==> config.mk <==
export PLATFORM = sky130hd
export DESIGN_NAME = pe_param
export DESIGN_NICKNAME = d
export VERILOG_FILES = /design/src/rtl/pe_pkg.sv /design/src/rtl/pe_mac.sv /design/src/rtl/pe_param.sv
export SDC_FILE = /design/constraint.sdc
export NUM_CORES = 1
export LEC_CHECK = 0
export BUFFER_PORTS_ARGS = -buffer_cell sky130_fd_sc_hd__buf_2
export CELL_PAD_IN_SITES_DETAIL_PLACEMENT = 1
export CELL_PAD_IN_SITES_GLOBAL_PLACEMENT = 1
export CORE_ASPECT_RATIO = 0.75
export CORE_MARGIN = 4
export CORE_UTILIZATION = 54
export DETAILED_ROUTE_END_ITERATION = 8
export PLACE_DENSITY = 0.78
export SLEW_MARGIN = 20
export SYNTH_ARGS = -nofsm -noshare
export SYNTH_HDL_FRONTEND = slang
export SYNTH_SLANG_ARGS = --single-unit
export TNS_END_PERCENT = 1
==> constraint.sdc <==
create_clock -name clk -period 10.35 [get_ports clk]
set_input_delay 0.5175 -clock clk [delete_from_list [all_inputs] [get_ports clk]]
set_output_delay 0.5175 -clock clk [all_outputs]
set_load 0.02 [all_outputs]
==> src/rtl/pe_pkg.sv <==
// Shared types and field layout for the parametrised row-stationary PE.
// Index widths are sized for the default scratchpad depths.
package pe_pkg;

   localparam int MAX_CH_DEF = 4;
   localparam int MAX_S_DEF  = 4;
   localparam int MAX_P_DEF  = 4;

   localparam int CH_W = $clog2(MAX_CH_DEF);
   localparam int S_W  = $clog2(MAX_S_DEF);
   localparam int P_W  = $clog2(MAX_P_DEF);

   // i_config layout: {s, mode, p, F, q}
   localparam int CFG_Q_LSB    = 0;
   localparam int CFG_F_LSB    = 2;
   localparam int CFG_F_W      = 5;
   localparam int CFG_P_LSB    = 7;
   localparam int CFG_MODE_BIT = 9;
   localparam int CFG_S_LSB    = 10;

   typedef enum logic [2:0] {
      IDLE,
      LOAD_FILTER,
      LOAD_IFMAP,
      SHIFT_IFMAP,
      LOAD_IPSUM,
      ACCUM,
      WRITE_OPSUM,
      DONE
   } state_t;

endpackage

==> src/rtl/pe_mac.sv <==
// Single-lane MAC: ifmap mode conversion, signed 8x8 multiply, sign-extended accumulate.
// Purely combinational; wraps modulo 2^PSUM_W.
module pe_mac #(
   parameter int IFMAP_W  = 8,
   parameter int FILTER_W = 8,
   parameter int PSUM_W   = 32
) (
   input  logic                mode,
   input  logic [IFMAP_W-1:0]  ifmap_lane,
   input  logic [FILTER_W-1:0] filter_lane,
   input  logic [PSUM_W-1:0]   acc_in,
   output logic [PSUM_W-1:0]   acc_out
);

   localparam int PROD_W = IFMAP_W + FILTER_W;

   logic signed [IFMAP_W-1:0]  act;
   logic signed [FILTER_W-1:0] wgt;
   logic signed [PROD_W-1:0]   prod;

   always_comb begin
      // unsigned mode: flipping the MSB maps x to the signed value x-128
      act     = mode ? ifmap_lane : {~ifmap_lane[IFMAP_W-1], ifmap_lane[IFMAP_W-2:0]};
      wgt     = filter_lane;
      prod    = act * wgt;
      acc_out = acc_in + {{(PSUM_W-PROD_W){prod[PROD_W-1]}}, prod};
   end

endmodule

==> src/rtl/pe_param.sv <==
// Row-stationary PE: loads filters, sliding ifmap window and psums, runs one MAC per
// cycle, then streams p+1 opsums per column; ready/valid decode from state only.
module pe_param
   import pe_pkg::*;
#(
   parameter int DATA_BITS   = 32,
   parameter int IFMAP_W     = 8,
   parameter int FILTER_W    = 8,
   parameter int PSUM_W      = 32,
   parameter int MAX_CH      = MAX_CH_DEF,
   parameter int MAX_S       = MAX_S_DEF,
   parameter int MAX_P       = MAX_P_DEF,
   parameter int CONFIG_SIZE = 12
) (
   input  logic                   clk,
   input  logic                   rst_n,
   input  logic                   PE_en,
   input  logic [CONFIG_SIZE-1:0] i_config,
   input  logic [DATA_BITS-1:0]   ifmap,
   input  logic [DATA_BITS-1:0]   filter,
   input  logic [DATA_BITS-1:0]   ipsum,
   input  logic                   ifmap_valid,
   input  logic                   filter_valid,
   input  logic                   ipsum_valid,
   input  logic                   opsum_ready,
   output logic                   ifmap_ready,
   output logic                   filter_ready,
   output logic                   ipsum_ready,
   output logic [DATA_BITS-1:0]   opsum,
   output logic                   opsum_valid,
   output logic                   done
);

   state_t state, state_n;

   logic [CH_W-1:0]    cfg_q;
   logic [CFG_F_W-1:0] cfg_f;
   logic [P_W-1:0]     cfg_p;
   logic [S_W-1:0]     cfg_s;
   logic               cfg_mode;

   logic [S_W-1:0]     f_idx;
   logic [P_W-1:0]     m_idx;
   logic [CH_W-1:0]    c_idx;
   logic [CFG_F_W-1:0] col;

   logic [DATA_BITS-1:0] filter_spad [MAX_P][MAX_S];
   logic [DATA_BITS-1:0] ifmap_slot  [MAX_S];
   logic [PSUM_W-1:0]    ofmap_spad  [MAX_P];

   logic [IFMAP_W-1:0]  ifmap_lane;
   logic [FILTER_W-1:0] filter_lane;
   logic [PSUM_W-1:0]   mac_out;

   logic f_last, m_last, c_last, col_last;
   logic filter_xfer, ifmap_xfer, ipsum_xfer, opsum_xfer;

   assign filter_ready = (state == LOAD_FILTER);
   assign ifmap_ready  = (state == LOAD_IFMAP) || (state == SHIFT_IFMAP);
   assign ipsum_ready  = (state == LOAD_IPSUM);
   assign opsum_valid  = (state == WRITE_OPSUM);
   assign done         = (state == DONE);
   assign opsum        = opsum_valid ? ofmap_spad[m_idx] : '0;

   assign filter_xfer = filter_valid & filter_ready;
   assign ifmap_xfer  = ifmap_valid & ifmap_ready;
   assign ipsum_xfer  = ipsum_valid & ipsum_ready;
   assign opsum_xfer  = opsum_valid & opsum_ready;

   assign f_last   = (f_idx == cfg_s);
   assign m_last   = (m_idx == cfg_p);
   assign c_last   = (c_idx == cfg_q);
   assign col_last = (col == cfg_f);

   always_comb begin
      ifmap_lane  = '0;
      filter_lane = '0;
      for (int i = 0; i < MAX_CH; i++) begin
         if (c_idx == CH_W'(i)) begin
            ifmap_lane  = ifmap_slot[f_idx][i*IFMAP_W +: IFMAP_W];
            filter_lane = filter_spad[m_idx][f_idx][i*FILTER_W +: FILTER_W];
         end
      end
   end

   pe_mac #(
      .IFMAP_W  (IFMAP_W),
      .FILTER_W (FILTER_W),
      .PSUM_W   (PSUM_W)
   ) u_mac (
      .mode        (cfg_mode),
      .ifmap_lane  (ifmap_lane),
      .filter_lane (filter_lane),
      .acc_in      (ofmap_spad[m_idx]),
      .acc_out     (mac_out)
   );

   always_comb begin
      state_n = state;
      case (state)
         IDLE:        if (PE_en) state_n = LOAD_FILTER;
         LOAD_FILTER: if (filter_xfer && f_last && m_last) state_n = LOAD_IFMAP;
         LOAD_IFMAP:  if (ifmap_xfer && f_last) state_n = LOAD_IPSUM;
         SHIFT_IFMAP: if (ifmap_xfer) state_n = LOAD_IPSUM;
         LOAD_IPSUM:  if (ipsum_xfer && m_last) state_n = ACCUM;
         ACCUM:       if (f_last && m_last && c_last) state_n = WRITE_OPSUM;
         WRITE_OPSUM: if (opsum_xfer && m_last) state_n = col_last ? DONE : SHIFT_IFMAP;
         DONE:        if (!PE_en) state_n = IDLE;
         default:     state_n = IDLE;
      endcase
   end

   always_ff @(posedge clk or negedge rst_n) begin
      if (!rst_n) begin
         state    <= IDLE;
         cfg_q    <= '0;
         cfg_f    <= '0;
         cfg_p    <= '0;
         cfg_s    <= '0;
         cfg_mode <= 1'b0;
         f_idx    <= '0;
         m_idx    <= '0;
         c_idx    <= '0;
         col      <= '0;
      end else begin
         state <= state_n;
         case (state)
            IDLE: begin
               if (PE_en) begin
                  cfg_q    <= i_config[CFG_Q_LSB +: CH_W];
                  cfg_f    <= i_config[CFG_F_LSB +: CFG_F_W];
                  cfg_p    <= i_config[CFG_P_LSB +: P_W];
                  cfg_s    <= i_config[CFG_S_LSB +: S_W];
                  cfg_mode <= i_config[CFG_MODE_BIT];
               end
               f_idx <= '0;
               m_idx <= '0;
               c_idx <= '0;
               col   <= '0;
            end
            LOAD_FILTER: begin
               if (filter_xfer) begin
                  f_idx <= f_last ? '0 : f_idx + 1'b1;
                  if (f_last) m_idx <= m_last ? '0 : m_idx + 1'b1;
               end
            end
            LOAD_IFMAP: begin
               if (ifmap_xfer) f_idx <= f_last ? '0 : f_idx + 1'b1;
            end
            LOAD_IPSUM: begin
               if (ipsum_xfer) m_idx <= m_last ? '0 : m_idx + 1'b1;
            end
            ACCUM: begin
               // f innermost, then m, then channel
               f_idx <= f_last ? '0 : f_idx + 1'b1;
               if (f_last) begin
                  m_idx <= m_last ? '0 : m_idx + 1'b1;
                  if (m_last) c_idx <= c_last ? '0 : c_idx + 1'b1;
               end
            end
            WRITE_OPSUM: begin
               if (opsum_xfer) begin
                  m_idx <= m_last ? '0 : m_idx + 1'b1;
                  if (m_last) col <= col + 1'b1;
               end
            end
            default: ;
         endcase
      end
   end

   // Scratchpads carry no reset; every run reloads them before use.
   always_ff @(posedge clk) begin
      case (state)
         LOAD_FILTER: if (filter_xfer) filter_spad[m_idx][f_idx] <= filter;
         LOAD_IFMAP:  if (ifmap_xfer) ifmap_slot[f_idx] <= ifmap;
         SHIFT_IFMAP: begin
            if (ifmap_xfer) begin
               for (int j = 0; j < MAX_S - 1; j++) begin
                  if (j < int'(cfg_s)) ifmap_slot[j] <= ifmap_slot[j+1];
               end
               ifmap_slot[cfg_s] <= ifmap;
            end
         end
         LOAD_IPSUM:  if (ipsum_xfer) ofmap_spad[m_idx] <= ipsum;
         ACCUM:       ofmap_spad[m_idx] <= mac_out;
         default: ;
      endcase
   end

endmodule
== After elaboration in Yosys (flattened, before gate mapping) ==
Memories as Yosys holds them, arrays and structs flattened.
Cells that the tools add are included.
Storage, ports and cells
  register bits: 26
  latch bits: 0
  memory bits (writable): 768
  memory bits (read-only): 0
  input bits: 115
  word-level logic and storage cells: 153
  memories: 3
Memory list
  filter_spad: depth 4, bits a word 128, read ports 1, clocked after Yosys merged registers in 0, write ports 1, RTL line pe_param.sv:47  | logic [DATA_BITS-1:0] filter_spad [MAX_P][MAX_S];
  ifmap_slot: depth 4, bits a word 32, read ports 4, clocked after Yosys merged registers in 0, write ports 4, RTL line pe_param.sv:48  | logic [DATA_BITS-1:0] ifmap_slot [MAX_S];
  ofmap_spad: depth 4, bits a word 32, read ports 1, clocked after Yosys merged registers in 0, write ports 1, RTL line pe_param.sv:49  | logic [PSUM_W-1:0] ofmap_spad [MAX_P];
Cells by class
  add/sub/neg operators: 5
  multiply operators: 1
  div/mod/pow operators: 0
  $lt $le $gt $ge: 5
  equal/unequal tests: 29
  shift operators: 0
  multiplexer cells: 71
  bitwise logic cells: 7
  reduce and logical (&&, ||, !) cells: 22
Operator list (count)
  $mux 32: 6
  $mux 128: 1
  $mux 8: 9
  $bmux 32 s2: 1
  $demux 32 s2: 1
  $add 32x32->32: 1
  $reduce_or 32->1: 1
  $mux 3: 9
  $mux 1: 25
  $mux 2: 12
  $pmux 3 s8: 1
  $mul 8x8->16: 1
  $ne 2x1->1 const B: 8
  $ne 2x2->1 const B: 7
  $eq 3x3->1 const B: 4
  $mux 5: 2
  $pmux 2 s5: 1
  $pmux 5 s2: 1
  $reduce_and 3->1: 3
  $logic_and 1x1->1: 8
  $pmux 2 s4: 1
  $reduce_and 8->1: 1
  $add 2x1->2 const B: 3
  $eq 2x2->1: 3
  other kinds (23): 30

== Logic depth before layout (Yosys ltp) ==
Gate-level depths: netlist of the first run.
  depth after elaboration: 11
  gate-level depth with buffers: 38

== Cells and area by module ==
From an unflattened synthesis of the first run, not the netlist that was laid out.
Second synthesis, totals
  cell total of the unflattened synthesis: 2115
  area total of the unflattened synthesis: 36862.9 um^2
Modules (own cells, without submodules)
  pe_param: instances 1, cells an instance 1626, area each 32800.2 um^2
  pe_mac: instances 1, cells an instance 489, area each 4062.6 um^2

== Least setup slack after synthesis of the first run ==
Ideal clock, no wire load.
  path type: register to register
  start: register m_idx[0]
  end: memory ofmap_spad[0][25], data pin
  library setup time: 266 ps
  arrival time: 8304 ps
  required time: 10084 ps
  setup slack: 1780 ps
  cell stages (with the launch flop): 33
  buffers on the path: 3
  period minus slack after synthesis: 8570 ps
  cell sequence: dfrtp_1 buf_6 buf_4 buf_2 mux4_2 mux4_2 a21oi_1 nor2_1 a21oi_4 nor2_1 fa_1 inv_1 fa_1 inv_1 fa_1 inv_1 fa_1 inv_1 ha_1 o21ai_0 o21ai_0 a31oi_1 a21oi_1 xnor2_1 ha_1 a21o_1 a21oi_1 nor2b_1 o41a_1 or2_2 a31oi_1 xnor2_1 mux2_2
Between the ends
  cells in the longest elaborated chain, start to end: 11
  elaborated cells between the ends (all ways): 12
  classes of those cells: add/sub: 1; mul: 1; mux: 8; memory: 2
Ends and longest elaborated chain
  start: declaration: RTL line pe_param.sv:43  | logic [P_W-1:0] m_idx;
  start signal: assignment: RTL line pe_param.sv:144  | if (f_last) m_idx <= m_last ? '0 : m_idx + 1'b1;
  start signal: assignment: RTL line pe_param.sv:151  | if (ipsum_xfer) m_idx <= m_last ? '0 : m_idx + 1'b1;
  start signal: assignment: RTL line pe_param.sv:157  | m_idx <= m_last ? '0 : m_idx + 1'b1;
  $mem_v2 4x128
  $bmux 32 s2: RTL line pe_param.sv:81  | filter_lane = filter_spad[m_idx][f_idx][i*FILTER_W +: FILTER_W];
  $mux 32 (not written as such) (2 in a row): RTL line pe_param.sv:81
  $mux 8 (4 in a row): RTL line pe_param.sv:79  | if (c_idx == CH_W'(i)) begin
  $mul 8x8->16: RTL line pe_mac.sv:25  | prod = act * wgt;
  $add 32x32->32 *: RTL line pe_mac.sv:26  | acc_out = acc_in + {{(PSUM_W-PROD_W){prod[PROD_W-1]}}, prod};
  $mux 32 (no source line) *
  end: declaration: RTL line pe_param.sv:49
Every way passes the cells marked *; elsewhere a longest branch is shown, timed or not. The select of a mux whose other input is x is not followed.

== Worst setup path in the final report of the first run ==
  start: register m_idx[0]
  end: memory ofmap_spad[3][31], data pin
Same word-level chain as after synthesis.

==> metrics.txt, run 1 <==
compound-gate portion of the synthesized area 3.72%; GRT Overall Usage ~27%; row count 82; Worst Setup End Kind flop; I/O pin count 152; first-pass GRT wire length 142 mm; mux share of post-synthesis cell area 17.4%; DP HPWL 58.6 mm; H-Tree Depth 3; DRT antenna net count 0; Worst path top cell family by delay compound AO/OA/AOI/OAI gates; commonest cells after routing, fill and taps aside edfxtp_1 (768), mux4_2 (224), buf_2 (151); Final Cell Area 40,900 sq um; Syn Inst Count 2,055; # Post-CTS Setup Buffers 0; Yosys cell types 57; slowest cell on the critical path dfrtp_4; P&R area growth vs syn 12.5%; buffers added on ports 151; Synth Flop Type edfxtp_1; Least-Margin Pin Slew 0.888 ns; Syn. warnings 0; clk buf depth 3; CP Data Required Time 10.73 ns; vias in the first global route about 22,000; Max Cap Violations 0; clock sinks 794; Final Cycle Share 94.9%; syn_nets about 2,300; RSZ-0062 raised after global routing false; Starting Density 54.5%; Post-Synth Adder-Cell Area 5.62%; Clock Skews between 0.03 and 0.04 ns; EDFF count, synth 768; Max Slew Vio Count 0; asr flop ratio synth between 3 and 4%; worst min-delay path class in -> reg; Routed wire per std cell roughly 30 um; syn avg cell area about 18 sq um; main combinational cell family by area after synthesis multiplexers; CTS Root Cell clkbuf_16; CP max FO 28; drt total wl 95.2 mm; cell repeated most along the worst path a21oi_1; Hold Slack 0.0930 ns; vias post-DR 20,300; DRC violations left 0; Post-Syn Area between 30,000 and 40,000 sq um; core area about 67,000 sq um; commonest non-fill, non-tap cell in the layout edfxtp_1; Iter 0 DRT Violations 2,045; cell taking the most area after synthesis edfxtp_1; count of state elements after synthesis 794; DP Area between 30,000 and 40,000 sq um; CTS tree yes; largest net degree at the start of global routing 66; min cycle time layout approximately 9.8 ns; Fmax 102 MHz; DR vias/cell 6.34; Max stage delay on crit path approximately 0.74 ns; number of CTS-inserted buffers slightly below 80; die width around 310 um; post-synthesis xor/xnor area fraction 1.23%; Worst EP arrival 10.20 ns; worst path bufs/invs 6; top cell type's share of synthesized area 63.5%; initial antenna violation count 9; clock-pin slew of the registers on the worst-case setup and hold paths about 0.060 ns; Post-Synth Simple-Gate Area 4.39%; largest cells by area after synthesis edfxtp_1 (63%), mux4_2 (14%), mux2_2 (3.4%); Die Span Y 233 um; NumNets Final 2,498; share of cells above drive strength 1 30.4%; Placer Congestion approximately 0.86; Finish-stage setup viols 0; total negative slack 0 ns; total global routing overflow 0; DR pass1 iterations 5; outcome completed; full die area 71,600 sq um; Slew HR 40.6%; startpoint types flop; Seq/Total Area, Yosys 65.3%; Hold Fails Final Rpt 0; CP Class reg -> reg; clk_lat worst skew 0.65 ns
-- logic make-up (layout without fill, tap and decap cells) --
logic type	Yosys count	count (layout)
DFF	794	794
muxes	337	337
and+or+nand+nor	329	329
AOI/OAI and AO/OA	212	212
buffers and inverters	203	460
adders and majority gates	129	129
xor gates and xnor gates	51	51
other	0	4
-- worst paths after layout --
check	from	endpoint	slack, ns	cells past startpoint
max	m_idx[0]$_DFFE_PN0P_	ofmap_spad[3][31]$_DFFE_PP_	0.53	35
min	ifmap[0]	ifmap_slot[3][0]$_DFFE_PP_	0.09	1
max reg2reg	m_idx[0]$_DFFE_PN0P_	ofmap_spad[3][31]$_DFFE_PP_	0.53	35
min reg2reg	cfg_p[0]$_DFFE_PN0P_	cfg_p[0]$_DFFE_PN0P_	0.54	1
max in group asynchronous	rst_n	m_idx[1]$_DFFE_PN0P_	9.22	2
min in group asynchronous	rst_n	cfg_p[0]$_DFFE_PN0P_	0.54	2
-- cells in the mapped netlist, types with 3 or more instances --
library cell / n
a211oi_1: 4
a21o_1: 16
a21oi_1: 70
a21oi_4: 7
a22oi_1: 17
a31o_2: 3
a31oi_1: 10
and2_1: 7
and3_1: 54
buf_1: 11
buf_2: 21
buf_4: 6
buf_6: 9
clkbuf_1: 47
dfrtp_1: 26
edfxtp_1: 768
fa_1: 57
ha_1: 72
inv_1: 107
mux2_2: 111
mux4_2: 224
nand2_1: 61
nand2b_1: 18
nand3_1: 20
nand4_1: 4
nor2_1: 114
nor2b_1: 14
nor3_1: 15
nor3b_1: 4
o211ai_1: 4
o21a_1: 7
o21ai_0: 53
o21bai_1: 4
or2_1: 5
or4_1: 4
xnor2_1: 29
xor2_1: 22
-- area by class of cell --
class,instances,area (sq um)
Fill cell,5848,25800
Sequential cell,794,23700
Multi-Input combinational cell,1058,11900
Clock buffer,96,2050
Timing Repair Buffer,213,1300
Tap cell,882,1100
Clock inverter,42,422
Inverter,109,409
Antenna cell,4,10.0
-- through the flow --
step	std cells	utilization (%)	setup slack, ns
after floorplan	2055	-	1.78
after global placement	3055	57.6	1.03
after detailed placement	3055	57.6	0.747
after CTS	3194	61.3	0.578
after global routing	3195	61.3	0.0458
final	3198	61.3	0.529
-- sequential cells by signal, indices dropped and copies added (netlist names) --
name,flops
state,3
m_idx,2
cfg_mode,1
cfg_s,2
c_idx,2
cfg_f,5
cfg_p,2
f_idx,2
cfg_q,2
col,5
filter_spad,512
ifmap_slot,128
ofmap_spad,128
-- layer usage --
metal	vias to the layer above	global-route usage [%]	part of all wire (%)
li1	8510	-	-
met1	10800	38.6	41
met2	778	44.1	49
met3	154	5.49	7.6
met4	6	6.88	2.3
met5	-	0	0.039
-- timing repair --
| item | 4_1_cts | 5_1_grt |
|---|---|---|
| hold buffers | 1 | 0 |
| resized for setup | 0 | 0 |
| endpoints found under the hold margin | 26 | 0 |
Power of run 1 is left out: the tool's default activity adds up to more than one toggle a clock period on the data nets, which glitch-free logic cannot reach.
==> inputs of run 2 (changes only) <==
Settings changed: CORE_ASPECT_RATIO 0.75 to 1.2, CORE_UTILIZATION 54 to 47, MAX_ROUTING_LAYER set to met4, PLACE_DENSITY 0.78 to 0.69.
==> metrics.txt, run 2 (synthesized netlist as in run 1, its figures left out) <==
outcome completed; CP max FO 17 (-39%); Final Cycle Share 92.7% (-2.2 points); Worst Setup End Kind flop; met3 Use GR 3.61% (-1.9 points); row count 111 (+35%); I/O pin count 152 (unchanged); Finish-stage setup viols 0 (unchanged); DRT antenna net count 0 (unchanged); DR vias/cell 5.85 (-7.8%); clock-pin slew of the registers on the worst-case setup and hold paths 0.06 ns (about the same); Slew HR 21.2% (-19 points); clk_lat worst skew 0.64 ns (about the same); GRT Overall Usage 23.4% (-3.8 points); clock sinks 794 (unchanged); DP HPWL 57.3 mm (-2.2%); vias post-DR 19,500 (-3.6%); max reg flops 512 (unchanged); startpoint types flop; Routed wire per std cell 27.5 um (-7.8%); Starting Density 47.5% (-7.0 points); grt met1 use 29.5% (-9.1 points); dpl cells 3,189 (+4.4%); commonest cells after routing, fill and taps aside edfxtp_1 (768), mux4_2 (224), buf_2 (151); fin cells 3,342 (+4.5%); buffers added on ports 151 (unchanged); hold endpoint ifmap_slot[3][20]$_DFFE_PP_; H-Tree Depth 3 (unchanged); P&R area growth vs syn 13.4%; busiest layer in global routing met2; Clock Skews 0.0264 ns (-0.00493 ns); full die area 81,900 sq um (+14%); Iter 0 DRT Violations 1,498 (-27%); Least-Margin Pin Slew 1.18 ns (+0.294 ns); CTS tree yes; RR Startpoint m_idx[0]$_DFFE_PN0P_; commonest non-fill, non-tap cell in the layout edfxtp_1; FF-to-FF End ofmap_spad[2][29]$_DFFE_PP_; Hold Fails Final Rpt 0 (unchanged); DRC violations left 0 (unchanged); clk buf depth 3 (unchanged); Max Slew Vio Count 0 (unchanged); largest net degree at the start of global routing 67 (+1.5%); cell repeated most along the worst path a21oi_1; RSZ-0062 raised after global routing false; Top Registers filter_spad x512, ifmap_slot x128, ofmap_spad x128; r2r setup slk 0.76 ns (+0.23 ns); share of cells above drive strength 1 30.9% (+0.55 points); slowest cell on the critical path dfrtp_4; fillers 6,999 (+20%); DR pass1 iterations 5 (unchanged); number of CTS-inserted buffers 82 (+5.1%); FF-to-FF path depth 34 (-2.9%); die width 262 um (-15%); M2 GR Usage 39.6% (-4.5 points); total negative slack 0 ns (unchanged); Top reg by flops filter_spad; CP Data Required Time 10.81 ns (+0.08 ns); Worst EP arrival 10.05 ns (-0.15 ns); post-cts resize count 0 (unchanged); Hold Crit Start ifmap[20]; Placer Congestion 0.845 (-2.0%); core area 76,500 sq um (+15%); drt total wl 91.8 mm (-3.6%); Max Cap Violations 0 (unchanged); total global routing overflow 0 (unchanged); Fmax 104 MHz (+2.4%); Die Span Y 313 um (+34%); min cycle time layout 9.59 ns (-0.230 ns); first-pass GRT wire length 138 mm (-2.9%); Final Cell Area 41,200 sq um (+0.78%); worst min-delay path class in -> reg; Final Util 53.9% (-7.5 points); CP Class reg -> reg; NumNets Final 2,501 (+0.12%); DP Area 38,600 sq um (+0.42%); Max stage delay on crit path 0.67 ns (-0.07 ns); vias in the first global route 21,600 (+0.27%); hold depth 1 (unchanged); CTS Root Cell clkbuf_16; initial antenna violation count 16 (+7)
## run 2: through the flow
step                      hold slack [ns]  setup slack (ns)
final                              0.0995             0.759
after global routing               0.0779            0.0284
after detailed placement            0.528             0.700
after floorplan                     0.222              1.78
after CTS                          0.0575             0.682
after global placement              0.516             0.953
## run 2: area by class of cell
| type | count | area [sq um] | share of cell area, % |
|---|---|---|---|
| tap | 1017 | 1270 | 3.09 |
| antenna | 12 | 30.0 | 0.0729 |
| multi-input combinational | 1058 | 11900 | 28.8 |
| timing repair buffer | 212 | 1290 | 3.13 |
| sequential | 794 | 23700 | 57.6 |
| clock inverter | 45 | 449 | 1.09 |
| clock buffer | 95 | 2160 | 5.25 |
| inverter | 109 | 409 | 0.993 |
## run 2: worst max-delay path, delay by kind of cell (launching register included)
family                     cells  cell delay (ns)
DFF                            1             0.67
and+or+nand+nor               11             2.09
muxes                          2             1.02
adders and majority gates      6             2.72
buffers and inverters          5             0.60
AOI/OAI and AO/OA             10             2.28
## run 2: worst max-delay path by stage
stage / from / endpoint / cells after the start
after CTS: m_idx[0]$_DFFE_PN0P_ / ofmap_spad[3][27]$_DFFE_PP_ / 34
after floorplan: m_idx[0]$_DFFE_PN0P_ / ofmap_spad[0][25]$_DFFE_PP_ / 32
after detailed placement: m_idx[0]$_DFFE_PN0P_ / ofmap_spad[1][27]$_DFFE_PP_ / 34
final: m_idx[0]$_DFFE_PN0P_ / ofmap_spad[2][29]$_DFFE_PP_ / 34
after global routing: m_idx[0]$_DFFE_PN0P_ / ofmap_spad[3][27]$_DFFE_PP_ / 34
after global placement: m_idx[0]$_DFFE_PN0P_ / ofmap_spad[2][29]$_DFFE_PP_ / 34
## run 2: layer usage
metal  share of wire [%]  vias to the layer above
met3                 5.0                      137
li1                    -                     8509
met2                  52                      497
met4                 2.7                        0
met1                  40                    10400
met5                   0                        -
## run 2: what timing repair did
action,in CTS,in global routing
hold buffers,1,0
hold endpoints to repair,26,0
buffers inserted,0,0
Power of run 2 is left out for the same reason.
